--- src/rtl/imm_enc_pkg.sv ---
// Shared types and constants for the RISC-V immediate encoder.
// The error counter is built only when IMM_ENC_ERR_COUNT_EN is defined.
package imm_enc_pkg;

  localparam logic [1:0] IMM_I = 2'b00;
  localparam logic [1:0] IMM_S = 2'b01;
  localparam logic [1:0] IMM_B = 2'b10;
  localparam logic [1:0] IMM_J = 2'b11;

  localparam int unsigned INSTR_W   = 32;
  localparam int unsigned ADDR_INC  = 4;
  localparam int unsigned ERR_CNT_W = 8;
  localparam logic [ERR_CNT_W-1:0] ERR_CNT_MAX = 8'd255;

  // Request captured by the first pipeline stage
  typedef struct packed {
    logic [INSTR_W-1:0] base_instr;
    logic [1:0]         imm_src;
    logic [INSTR_W-1:0] imm_val;
  } imm_req_t;

  // Encoded word plus its range/alignment error bit
  typedef struct packed {
    logic [INSTR_W-1:0] word;
    logic               err;
  } imm_enc_t;

  // True when every bit of the given upper slice is identical (sign-extension intact)
  function automatic logic all_same(input logic [INSTR_W-1:0] v, input int unsigned lsb);
    logic ones;
    logic zeros;
    ones  = 1'b1;
    zeros = 1'b1;
    for (int unsigned i = 0; i < INSTR_W; i++) begin
      if (i >= lsb) begin
        ones  = ones & v[i];
        zeros = zeros & ~v[i];
      end
    end
    return ones | zeros;
  endfunction

endpackage

--- src/rtl/imm_encoder_pack.sv ---
// Combinational field placement and range/alignment check for one immediate.
// Bits outside the selected format's immediate field pass through from the base word.
module imm_pack
  import imm_enc_pkg::*;
(
  input  imm_req_t req,
  output imm_enc_t enc_c
);

  logic [INSTR_W-1:0] word;
  logic               err;
  logic [INSTR_W-1:0] imm;

  assign imm = req.imm_val;

  always_comb begin
    word = req.base_instr;
    err  = 1'b0;
    case (req.imm_src)
      IMM_I: begin
        word[31:20] = imm[11:0];
        err         = !all_same(imm, 11);
      end
      IMM_S: begin
        word[31:25] = imm[11:5];
        word[11:7]  = imm[4:0];
        err         = !all_same(imm, 11);
      end
      IMM_B: begin
        word[31]    = imm[12];
        word[30:25] = imm[10:5];
        word[11:8]  = imm[4:1];
        word[7]     = imm[11];
        err         = !all_same(imm, 12) || imm[0];
      end
      default: begin
        word[31]    = imm[20];
        word[30:21] = imm[10:1];
        word[20]    = imm[11];
        word[19:12] = imm[19:12];
        err         = !all_same(imm, 20) || imm[0];
      end
    endcase
    enc_c = '{word: word, err: err};
  end

endmodule

--- src/rtl/imm_encoder.sv ---
// Two-stage immediate encoder with valid/ready handshake, loader address and error tracking.
// errCount is a saturating counter only when IMM_ENC_ERR_COUNT_EN is defined; otherwise tied to 0.
module imm_encoder
  import imm_enc_pkg::*;
#(
  parameter int unsigned ADDR_W    = 10,
  parameter int unsigned BASE_ADDR = 0
) (
  input  logic                 clk,
  input  logic                 rst_n,
  input  logic                 clear,
  input  logic                 inValid,
  output logic                 inReady,
  input  logic [1:0]           immSrc,
  input  logic [INSTR_W-1:0]   immVal,
  input  logic [INSTR_W-1:0]   baseInstr,
  output logic                 outValid,
  input  logic                 outReady,
  output logic [INSTR_W-1:0]   outWord,
  output logic [ADDR_W-1:0]    outAddr,
  output logic                 outErr,
  output logic                 errFlag,
  output logic [ERR_CNT_W-1:0] errCount
);

  localparam logic [ADDR_W-1:0] BASE = ADDR_W'(BASE_ADDR);
  localparam logic [ADDR_W-1:0] INC  = ADDR_W'(ADDR_INC);

  imm_req_t          s1_req_q, s1_req_d;
  logic              s1_valid_q, s1_valid_d;
  imm_enc_t          s2_enc_q, s2_enc_d;
  logic              s2_valid_q, s2_valid_d;
  logic [ADDR_W-1:0] addr_q, addr_d;
  logic              err_flag_q, err_flag_d;
  imm_enc_t          pack_c;
  logic              in_fire_c, s1_adv_c, out_fire_c;

  imm_pack u_pack (
    .req   (s1_req_q),
    .enc_c (pack_c)
  );

  // clear blocks both handshakes for the cycle it is asserted
  assign inReady    = !clear && (!s1_valid_q || !s2_valid_q || outReady);
  assign in_fire_c  = inValid && inReady;
  assign s1_adv_c   = !clear && s1_valid_q && (!s2_valid_q || outReady);
  assign out_fire_c = !clear && s2_valid_q && outReady;

  always_comb begin
    s1_valid_d = s1_valid_q;
    s1_req_d   = s1_req_q;
    if (clear) begin
      s1_valid_d = 1'b0;
    end else if (in_fire_c) begin
      s1_valid_d = 1'b1;
      s1_req_d   = '{base_instr: baseInstr, imm_src: immSrc, imm_val: immVal};
    end else if (s1_adv_c) begin
      s1_valid_d = 1'b0;
    end
  end

  always_comb begin
    s2_valid_d = s2_valid_q;
    s2_enc_d   = s2_enc_q;
    if (clear) begin
      s2_valid_d = 1'b0;
    end else if (s1_adv_c) begin
      s2_valid_d = 1'b1;
      s2_enc_d   = pack_c;
    end else if (out_fire_c) begin
      s2_valid_d = 1'b0;
    end
  end

  // Address of the word in S2; steps on each output handshake, wraps naturally
  always_comb begin
    addr_d     = addr_q;
    err_flag_d = err_flag_q;
    if (clear) begin
      addr_d     = BASE;
      err_flag_d = 1'b0;
    end else if (out_fire_c) begin
      addr_d = addr_q + INC;
      if (s2_enc_q.err) err_flag_d = 1'b1;
    end
  end

  always_ff @(posedge clk or negedge rst_n) begin
    if (!rst_n) begin
      s1_valid_q <= 1'b0;
      s1_req_q   <= '0;
      s2_valid_q <= 1'b0;
      s2_enc_q   <= '0;
      addr_q     <= BASE;
      err_flag_q <= 1'b0;
    end else begin
      s1_valid_q <= s1_valid_d;
      s1_req_q   <= s1_req_d;
      s2_valid_q <= s2_valid_d;
      s2_enc_q   <= s2_enc_d;
      addr_q     <= addr_d;
      err_flag_q <= err_flag_d;
    end
  end

`ifdef IMM_ENC_ERR_COUNT_EN
  logic [ERR_CNT_W-1:0] err_cnt_q, err_cnt_d;

  always_comb begin
    err_cnt_d = err_cnt_q;
    if (clear) begin
      err_cnt_d = '0;
    end else if (out_fire_c && s2_enc_q.err && (err_cnt_q != ERR_CNT_MAX)) begin
      err_cnt_d = err_cnt_q + ERR_CNT_W'(1);
    end
  end

  always_ff @(posedge clk or negedge rst_n) begin
    if (!rst_n) err_cnt_q <= '0;
    else        err_cnt_q <= err_cnt_d;
  end

  assign errCount = err_cnt_q;
`else
  assign errCount = '0;
`endif

  assign outValid = s2_valid_q;
  assign outWord  = s2_enc_q.word;
  assign outErr   = s2_enc_q.err;
  assign outAddr  = addr_q;
  assign errFlag  = err_flag_q;

endmodule

--- config.mk ---
export PLATFORM = sky130hd
export DESIGN_NAME = imm_encoder
export DESIGN_NICKNAME = d
export VERILOG_FILES = /design/src/rtl/imm_enc_pkg.sv /design/src/rtl/imm_encoder_pack.sv /design/src/rtl/imm_encoder.sv
export SDC_FILE = /design/constraint.sdc
export NUM_CORES = 1
export LEC_CHECK = 0
export BUFFER_PORTS_ARGS = -buffer_cell sky130_fd_sc_hd__buf_2
export CORE_ASPECT_RATIO = 0.6
export CORE_UTILIZATION = 35
export DETAILED_ROUTE_END_ITERATION = 8
export PLACE_DENSITY = 0.59
export SLEW_MARGIN = 20
export SYNTH_ARGS = -nofsm -noshare
export SYNTH_HDL_FRONTEND = slang
export SYNTH_HIERARCHICAL = 1
export SYNTH_SLANG_ARGS = --single-unit
--- constraint.sdc ---
create_clock -name clk -period 3.2 [get_ports clk]
set_input_delay 0.48 -clock clk [delete_from_list [all_inputs] [get_ports clk]]
set_output_delay 0.48 -clock clk [all_outputs]
set_load 0.02 [all_outputs]
==> flow_summary.ini <==
[run_status]
status = finished clean

[routing]
vias_per_cell = 4.69
wl_met3_um = 667
first_pass_iters = 4
initialDrtViolationCount = 115
wl_met2_mm = 4.05
avgRoutedWirePerCell_um = 15.6
final_antenna_net_count = 0
via_count = 2854
wl_met1_mm = 4.73
drc = 0
highest_layer = met4
drt_wl_total_mm = 9.51

[grt]
grt_pass1_wl_mm = 15.4
grt_max_degree = 60
grt_pass1_vias = 2941
grt_util_all_layers_pct = 15.0
antenna_found_initial = 2
grt-ovfl-total = 0

[setup_path]
reg2reg_from = s1_req_q[32]
r2r_slack_ps = 1300
path_cells = ha_1 > nor2b_1 > a22o_1 > mux2_2
crit_required_ps = 3420
arrival_ps = 2120
critical-path-slowest-cell = ha_1
worst_setup_path_end_kind = flip-flop
r2r_cells = 4
crit_path_max_incr_delay_ps = 600
path_class = flip-flop to flip-flop
crit_family = adder cells
crit_path_start_kind = flip-flop
crit_buf_inv = 0
cp_max_fo = 14
path_depth = 4
r2r_end = outWord[23]

[logic_synthesis]
synth_cells = 340
synth_area_per_cell_um2 = 13.5
ys_warn_count = 6
netlist_area_um2 = 4600

[floorplanning]
boundaryPins = 125
die_y_um = 90.8
start_util_pct = 35.9
die_w_um = 150
rows = 32
dieArea_um2 = 13600
core_area_um2 = 12800

[cts]
clk_pin_slew_ps = 70
post-cts-setup-buffer-count = 0
clock_sinks = 103
hold_buffers = 0
clk-insertion-delay-late_ps = 340
cts.path.max_buffers = 2
cts_resized = 0
cts_buffers = 9
cts_tree = yes
cts.htree.levels = 3
cts_root_buffer = clkbuf_16

[finish]
layout.cells.non_filler = 609
area_growth_pct = 18.6
layout_commonest_cell = buf_2
post-route-util_pct = 42.6
final_cell_mix = buf_2 (106), dfrtp_1 (103), mux2_2 (60)
nNetsFinal = 510
final_cell_area_um2 = 5460
fill_cells = 1210
drive_above_1_share_pct = 43.0

[sta]
period_needed_ps = 1900
tightest_slew_ps = 662
max-slew-margin-rel_pct = 55.9
final_hold_viol_count = 0
post-route-period-util_pct = 59.5
fmaxAchievable_mhz = 525
finClkSkew_ps = 7.00
fin_ws_ps = 1300
hold_ws_ps = 180
drv_slew = 0
rsz0062_at_grt = no
fin_setup_tns_ps = 0
setup_viol = 0

[placement]
hpwl_mm = 6.82
portBuffers = 107
dpl_cell_area_um2 = 5150
pre_cts_slack_ps = 1280
gp_congestion = 0.723
placedCellCount = 593

[power_and_ir_drop]
finalPower_mw = 3.73
power_density_nw_per_um2 = 684
p_leak_nw = 2.52
irDropWorstVdd_mv = 0.261

[min_path]
hold_path_class = input pin to asynchronous set/reset pin

[job]
maxCapViolCount = 0
per-layer routing:
| layer | global-route usage [%] | vias to the layer above |
|---|---|---|
| met3 | 5.76 | 9 |
| met2 | 21.8 | 77 |
| met4 | 3.54 | 0 |
| met5 | 0 | - |
| li1 | - | 1369 |
| met1 | 20.9 | 1399 |
worst register-to-register path, delay by kind of cell (launching register included):
family / cells / cell delay [ps]
AND/OR/NAND/NOR: 1 / 250
flip-flops: 1 / 390
multiplexers: 1 / 260
AO/OA/AOI/OAI: 1 / 300
adder cells (fa/ha/maj): 1 / 600
how the worst max path moves through the flow:
stage / startpoint / endpoint / slack, ps
2_1_floorplan: s1_req_q[15] / outErr / 1450
3_3_place_gp: clear / outWord[14] / 1330
3_5_place_dp: s1_req_q[33] / outWord[23] / 1280
4_1_cts: s1_req_q[33] / outWord[23] / 1280
5_1_grt: s1_req_q[32] / outWord[23] / 1170
6_report: s1_req_q[32] / outWord[23] / 1300
layout make-up:
cell class                 instances  area [um^2]  share of cell area [%]
tap                              170          213                    3.90
clock buffer                      10          229                    4.20
inverter                          10         37.5                   0.688
multi-input combinational        199         1740                    31.9
antenna                            2         5.00                  0.0917
sequential                       103         2580                    47.2
timing repair buffer             111          581                    10.6
clock inverter                     4         72.6                    1.33
flip-flops by register name, indices dropped and copies added (netlist names):
register    flops
s1_req_q       59
outWord        32
outAddr         8
errFlag         1
outErr          1
outValid        1
s1_valid_q      1
where the power goes:
part           internal, mW  switching [mW]  total [mW]  leakage, nW
Clock                 0.676           0.451        1.13        0.144
Combinational         0.397           0.480       0.877         1.14
Sequential             1.57           0.161        1.73         1.24
Note: power is estimated with default switching activity, not from simulation.
